`src/rtl/loong_pkg.sv`:
```
// Shared types and S-box tables for the 4x4 nibble substitution layer.
// The inverse table exists only when SUBNIB_INV_EN is defined.
package loong_pkg;

  typedef logic [3:0] nibble_t;
  typedef nibble_t state_t [0:3][0:3];

  typedef enum logic [1:0] {
    IDLE = 2'd0,
    RUN  = 2'd1,
    DONE = 2'd2
  } fsm_t;

  localparam nibble_t SBOX_FWD [0:15] = '{
    4'hC, 4'h5, 4'h6, 4'hB, 4'h9, 4'h0, 4'hA, 4'hD,
    4'h3, 4'hE, 4'hF, 4'h8, 4'h4, 4'h7, 4'h1, 4'h2
  };

`ifdef SUBNIB_INV_EN
  localparam nibble_t SBOX_INV [0:15] = '{
    4'h5, 4'hE, 4'hF, 4'h8, 4'hC, 4'h1, 4'h2, 4'hD,
    4'hB, 4'h4, 4'h6, 4'h3, 4'h0, 4'h7, 4'h9, 4'hA
  };
`endif

endpackage

```
`src/rtl/loong_sbox.sv`:
```
// Combinational 4-bit S-box lookup; inverse select exists under SUBNIB_INV_EN.
module loong_sbox
  import loong_pkg::*;
(
  input  logic [3:0] nib,
`ifdef SUBNIB_INV_EN
  input  logic       inv,
`endif
  output logic [3:0] sub
);

`ifdef SUBNIB_INV_EN
  assign sub = inv ? SBOX_INV[nib] : SBOX_FWD[nib];
`else
  assign sub = SBOX_FWD[nib];
`endif

endmodule

```
`src/rtl/sub_nibble.sv`:
```
// Row-serial nibble substitution of a 4x4 state: one row per cycle over four cycles.
// Optional inverse S-box support is enabled with SUBNIB_INV_EN.
module sub_nibble
  import loong_pkg::*;
(
  input  logic       clock,
  input  logic       rst,
  input  logic [3:0] st_subnib [0:3][0:3],
  input  logic       start,
`ifdef SUBNIB_INV_EN
  input  logic       inv,
`endif
  output logic [3:0] sub_state [0:3][0:3],
  output logic       busy,
  output logic       sub_done
);

  fsm_t       state;
  fsm_t       state_nx;
  logic [1:0] row;
  state_t     buffer;
  nibble_t    row_sub [0:3];
`ifdef SUBNIB_INV_EN
  logic       inv_q;
`endif

  for (genvar col = 0; col < 4; col++) begin : g_sbox
    loong_sbox u_sbox (
      .nib (buffer[row][col]),
`ifdef SUBNIB_INV_EN
      .inv (inv_q),
`endif
      .sub (row_sub[col])
    );
  end

  always_comb begin
    state_nx = state;
    case (state)
      IDLE:    if (start) state_nx = RUN;
      RUN:     if (row == 2'd3) state_nx = DONE;
      DONE:    state_nx = IDLE;
      default: state_nx = IDLE;
    endcase
  end

  always_ff @(posedge clock) begin
    if (rst) begin
      state <= IDLE;
      row   <= '0;
`ifdef SUBNIB_INV_EN
      inv_q <= 1'b0;
`endif
      for (int unsigned j = 0; j < 4; j++) begin
        for (int unsigned k = 0; k < 4; k++) begin
          buffer[j][k]    <= '0;
          sub_state[j][k] <= '0;
        end
      end
    end else begin
      state <= state_nx;
      if (state == IDLE && start) begin
        buffer <= st_subnib;
        row    <= '0;
`ifdef SUBNIB_INV_EN
        inv_q  <= inv;
`endif
      end else if (state == RUN) begin
        // Counter wraps 3 -> 0 naturally on the final row write.
        for (int unsigned k = 0; k < 4; k++) begin
          sub_state[row][k] <= row_sub[k];
        end
        row <= row + 2'd1;
      end
    end
  end

  assign busy     = (state == RUN);
  assign sub_done = (state == DONE);

endmodule

```
`config.mk`:
```
export PLATFORM = sky130hd
export DESIGN_NAME = sub_nibble
export DESIGN_NICKNAME = d
export VERILOG_FILES = /design/src/rtl/loong_pkg.sv /design/src/rtl/loong_sbox.sv /design/src/rtl/sub_nibble.sv
export SDC_FILE = /design/constraint.sdc
export NUM_CORES = 1
export LEC_CHECK = 0
export ABC_AREA = 1
export ABC_CLOCK_PERIOD_IN_PS = 3200
export BUFFER_PORTS_ARGS = -buffer_cell sky130_fd_sc_hd__buf_2
export CAP_MARGIN = 20
export CORE_MARGIN = 5
export CORE_UTILIZATION = 55
export DETAILED_ROUTE_END_ITERATION = 7
export GPL_ROUTABILITY_DRIVEN = 0
export GPL_TIMING_DRIVEN = 0
export MAX_ROUTING_LAYER = met4
export PLACE_DENSITY_LB_ADDON = 0.05
export SYNTH_ARGS = -nofsm -noshare
export SYNTH_HDL_FRONTEND = slang
export SYNTH_SLANG_ARGS = --single-unit
export TNS_END_PERCENT = 10
```
`constraint.sdc`:
```
create_clock -name clock -period 3.2 [get_ports clock]
set_clock_uncertainty 0.2 [all_clocks]
set_input_delay 0.32 -clock clock [delete_from_list [all_inputs] [get_ports clock]]
set_output_delay 0.32 -clock clock [all_outputs]
set_load 0.01 [all_outputs]
```
Word-level counts from Yosys, hierarchy flattened
Memory sizes are Yosys's and may differ from the RTL's.
Index checks and enable logic that the tools add are counted.
- memories kept: 4
- flip-flop bits (word level): 132
- output and inout port bits: 66
- word-level logic and storage cells: 88
- input bits: 67
- bits in read-only memories: 256
- memories (name ; depth ; width ; read ports ; clocked after memory_dff ; write ports ; RTL line ; text):
    (no name shown) ; 16 ; 4 ; 1 ; 0 ; 0 ; loong_sbox.sv:15 ; assign sub = SBOX_FWD[nib];
    (no name shown) ; 16 ; 4 ; 1 ; 0 ; 0 ; loong_sbox.sv:15 ;
    (no name shown) ; 16 ; 4 ; 1 ; 0 ; 0 ; loong_sbox.sv:15 ;
    (no name shown) ; 16 ; 4 ; 1 ; 0 ; 0 ; loong_sbox.sv:15 ;
- add/subtract/negate cells: 1
- muxes and demuxes: 26
- equal/unequal tests: 5
- reduce and logical (&&, ||, !) cells: 6
- $lt $le $gt $ge: 6
- bitwise logic cells: 6
- operators with widths (cell ; number):
    bitwise mux 64 bit ; 4
    demux 16 bit (select 2 bit) ; 4
    two-way mux 16 bit ; 3
    two-way mux 4 bit ; 9
    binary-select mux 16 bit (select 2 bit) ; 1
    >= comparator 5 bit, second input constant ; 4
    inverter 4 -> 5 bit ; 4
    two-way mux 12 bit ; 1
    two-way mux 8 bit ; 1
    == test 2 bit, second input constant ; 2
    two-way mux 2 bit ; 2
    one-hot mux 2 bit (2 select lines) ; 1
    AND reduction 2 bit ; 2
    >= comparator 3 bit, second input constant ; 1
    less-than comparator 3 x 1 -> 1 bit, second input constant ; 1
    inverter 2 -> 3 bit ; 1
    adder 2 x 1 -> 2 bit, second input constant ; 1
    == test 2 x 1 -> 1 bit, second input constant ; 1
    logical AND 1 bit ; 2
    logical NOT 2 bit ; 1
    inequality test 2 x 1 -> 1 bit, second input constant ; 1
    inequality test 2 bit, second input constant ; 1
    OR reduction 2 bit ; 1
    inverter 1 bit ; 1

Longest topological paths before layout
- depth in word-level cells: 12
- mapped depth: 15
- gate-level depth less buffers: 13

By module
Synthesis repeated with hierarchy kept, for this count alone.
- cell total of the unflattened synthesis: 1132
- area total of the unflattened synthesis: 7120.6 um^2
- modules (own cells, without submodules) (module ; cells each ; times used ; area an instance (um^2) ; seq. area each (um^2)):
    sub_nibble ; 978 ; 1 ; 6269.8 ; 2642.5
    loong_sbox at g_sbox[0].u_sbox ... ; 39 ; 3 ; 214.0 ; 0.0
    loong_sbox at g_sbox[3].u_sbox ; 37 ; 1 ; 209.0 ; 0.0

Worst setup path before layout
No wires, ideal clock.
- kind: reg-to-reg
- start point: register row[0]
- end point: register sub_state[9] (netlist name)
- slack: 1.283 ns
- setup time: 0.109 ns
- data required time: 2.891 ns
- arrival: 1.608 ns
- clock period less this slack: 1.917 ns
- stages on the path, launching flop included: 14
- path buffers: 2
- cell sequence: dfxtp_1 buf_6 inv_8 buf_6 nand2_1 nand3_1 nand2_1 inv_1 ha_1 nand3b_1 nand3_1 nand3_1 nand2_1 inv_1
- longest elaborated chain between the ends: 12
- elaborated cells on any way between the ends: 32
- classes of those cells: order compare (2); mux (20); bitwise (5); reduce/logical (1); memory (4)
- RTL lines (element ; RTL line ; text):
    start, declared ; sub_nibble.sv:20 ; logic [1:0] row;
    start signal, assigned ; sub_nibble.sv:73 ; row <= row + 2'd1;
    inverter 2 -> 3 bit (not written as such) * ; sub_nibble.sv:29, sub_nibble.sv:71 ;
    binary-select mux 16 bit (select 2 bit) ; sub_nibble.sv:29 ; .nib (buffer[row][col]),
    two-way mux 16 bit (not written as such) (2 in series) ; sub_nibble.sv:29 ;
    inverter 4 -> 5 bit (not written as such) ; loong_sbox.sv:15 ;
    memory (16 x 4 bit) ; - ;
    two-way mux 4 bit (not written as such) (2 in series) ; loong_sbox.sv:15 ;
    bitwise mux 64 bit (3 in series) ; sub_nibble.sv:71 ; sub_state[row][k] <= row_sub[k];
    bitwise mux 64 bit * ; sub_nibble.sv:71 ;
    end signal, assigned by index ; sub_nibble.sv:71 ;
    end, declared ; sub_nibble.sv:13 ; output logic [3:0] sub_state [0:3][0:3],
Mark *: on every way between the ends. The rest lies on a longest branch, timed or not. The select of a mux whose other input is x is not followed.
A chain may end at the register's enable or synchronous reset.

Final worst setup path
- start point: register row[1]
- end point: register sub_state[4] (netlist name)
Same word-level chain as after synthesis.

==> metrics.md <==
| Metric | Value |
|---|---|
| Post-Layout Cell Count | 1260 |
| Gr ovfl total | 0 |
| Maximum clock path buffer count | 2 |
| CP Data Required Time | 3320 ps |
| DR pass1 iterations | 5 |
| Setup TNS | 0 ps |
| Routed vias | 6676 |
| FF-to-FF Start | row[1]$_SDFFE_PP0N_ |
| Crit path kind | register to register |
| Tightest Pin Transition | about 580 ps |
| Setup crit end kind | register |
| Clk Latency, worst-skew pair | 430 ps |
| Starting Density | 56.6% |
| Wirelength per Cell | between 15 and 20 um |
| Number of top-level pins | 133 |
| Synth Warn # | 0 |
| Final Hold Fails | 0 |
| DP Cell Count | approximately 1200 |
| Std cell rows | 39 |
| Nets | about 1200 |
| Mapped Avg Cell Area | 7.29 um^2 |
| Core Region | 11500 um^2 |
| Area delta synth->final | 31.2% |
| # clock sinks | 132 |
| Port bufs | 132 |
| Number of buffers created by CTS | 17 |
| Max cap viols | 0 |
| Worst rel slew slack | about 60% |
| Layout cells sized above 1 | 21.6% |
| Tot GR Track Use | 29.0% |
| Endpoints failing setup | 0 |
| Post-layout min period | 2270 ps |
| Run status | completed |
| Crit path launch type | register |
| Crit path launch | row[1]$_SDFFE_PP0N_ |
| Die width | 119 um |
| Seq/Total Area, Yosys | 40.6% |
| Final hold slack | around 2.2 ps |
| Power per cell area | 543 nW/um^2 |
| Maximum VDD drop | just over 0.4 mV |
| H-tree depth | 4 |
| Die H | roughly 120 um |
| Worst min path class | primary input to register |
| First-pass GRT wire length | 31600 um |
| Iter 0 DRT Violations | 500 |
| Vias per cell | ~5.3 |
| Post-CTS Setup Repair Bufs | 0 |
| P_leak | 4.23 nW |
| Post-CTS sizing | 0 |
| Most frequent cells in the layout | nand2_1, buf_2, nor2_1, dfxtp_1, o21ai_0 |
| DP Worst Slack | 973 ps |
| Fin. max-slew vios | 0 |
| Post-route DRC | 0 |
| Number of synthesized flops with an enable pin | 0 |
| Initial antenna violation count | 0 |
| FMAX | 441 MHz |
| Synth cell types | 28 |
| Antenna diodes | 0 |
| Post-synth top flop | dfxtp_1 |
| CP Capture Point | sub_state[4]$_SDFFE_PP0P_ |
| Final setup margin | 933 ps |
| FF+latch count, synth | 132 |
| Die area | 14100 um^2 |
| Vias in the first global route | roughly 6300 |
| Clock-pin slew on the worst setup and hold paths | 60 ps |
| Commonest non-fill, non-tap cell in the layout | nand2_1 |
| Clk root buf | clkbuf_16 |
| Largest net degree at the start of global routing | 17 |
| R2R setup slack | 930 ps |
| Post-DP HPWL | 13600 um |
| Post-DRT Antenna Nets | 0 |
| Worst EP arrival | 2380 ps |
| RSZ-0062 raised after global routing | no |
| Worst-path maximum fanout | 10 |
| Mapped Nets | slightly below 1000 |
| Crit Reg-Reg Endpoint | sub_state[4]$_SDFFE_PP0P_ |
| Mapped Cells | 894 |
| Asr flop ratio synth | 0% |
| Final period util | 70.8% |
| Routed WL | 19800 um |
| CTS tree | done |
| Mapped cell area | between 6000 and 7000 um^2 |
| Finished Core Util | 74.2% |
| Reg2reg path depth | 10 |
-- metrics by stage --
stage / power, mW / area (um^2)
after global routing: 4.83 / 8550
final: 4.64 / 8550
after floorplan: 2.39 / 6520
after detailed placement: 2.63 / 7350
after CTS: 4.62 / 8550
after global placement: 2.62 / 7350
-- synth_stat cells (4+ instances only) --
cell type	n	area share, %
nand3_2	5	0.77
a21oi_1	35	2.7
buf_2	16	1.2
nand2_2	20	1.9
nor2_2	4	0.38
nand3_1	75	5.8
o21ai_1	12	0.92
ha_1	24	4.6
a21oi_2	4	0.54
nor2_1	148	8.5
nand2_1	171	9.9
inv_1	51	2.9
nand3_4	6	1.6
o21a_1	28	3.2
clkbuf_1	25	1.4
o21ai_0	105	8.1
dfxtp_1	132	41
buf_6	9	1.6
nand2_4	11	1.9
-- report_power, final --
| part | switching [mW] | internal, mW | total [mW] |
|---|---|---|---|
| sequential | 0.0660 | 1.75 | 1.81 |
| combinational | 0.542 | 0.325 | 0.867 |
| clock | 0.701 | 1.26 | 1.96 |
| total | 1.31 | 3.33 | 4.64 |
-- worst min path at each step --
| stage | start | slack [ps] | end | depth (start not counted) |
|---|---|---|---|---|
| 6_report | st_subnib[7] | 2 | buffer[7]$_SDFFE_PP0P_ | 3 |
| 5_1_grt | st_subnib[7] | 20 | buffer[7]$_SDFFE_PP0P_ | 3 |
| 4_1_cts | st_subnib[7] | 3 | buffer[7]$_SDFFE_PP0P_ | 3 |
| 3_5_place_dp | buffer[10]$_SDFFE_PP0P_ | 270 | buffer[10]$_SDFFE_PP0P_ | 2 |
| 3_3_place_gp | buffer[10]$_SDFFE_PP0P_ | 260 | buffer[10]$_SDFFE_PP0P_ | 2 |
| 2_1_floorplan | rst | 190 | state[0]$_SDFFE_PP0P_ | 1 |
-- what timing repair did --
item | CTS | global route
hold buffers | 60 | 0
setup endpoints to repair | 0 | 0
hold endpoints to repair | 63 | 0
-- flip-flops by register name, indices dropped and copies added, names as in the netlist --
signal and flops:
buffer 64, sub_state 64, state 2, row 2
-- kinds of logic (layout without fill, tap and decap cells) --
| family | count (synthesis) | count (layout) | share of synthesized area, % |
|---|---|---|---|
| XOR/XNOR | 1 | 1 | 0.134 |
| flip-flops | 132 | 132 | 40.6 |
| AND/OR/NAND/NOR | 443 | 443 | 31.0 |
| adder cells (fa/ha/maj) | 24 | 24 | 4.61 |
| AO/OA/AOI/OAI | 187 | 187 | 15.8 |
| buffers and inverters | 107 | 330 | 7.87 |
-- metal layers --
metal	routed length, um	global-route usage (%)	vias to the layer above
met5	0	-	-
met4	484	10.2	0
met3	1460	5.88	40
met2	9400	47.7	292
met1	8420	35.6	3032
li1	-	-	3312
-- final cells by class --
cell class	instances	area [um^2]
plain buffers	53	303
multi-input cells	655	3360
clock inverters	9	129
fillers	942	2970
inverters	54	210
well taps	143	179
repair buffers	192	1260
flip-flops and latches	132	2640
clock buffers	22	464
-- critical path, cell delays in order (launching register included) --
cell     delay (ps)
dfxtp_1         430
buf_2           370
nand3_1         120
nand2_1         190
ha_1            300
nand3_1         120
nand2_1          60
nand2_1         120
nand3_1         130
nand2_1         100
inv_1            40
Note: power is estimated with default switching activity, not from simulation.
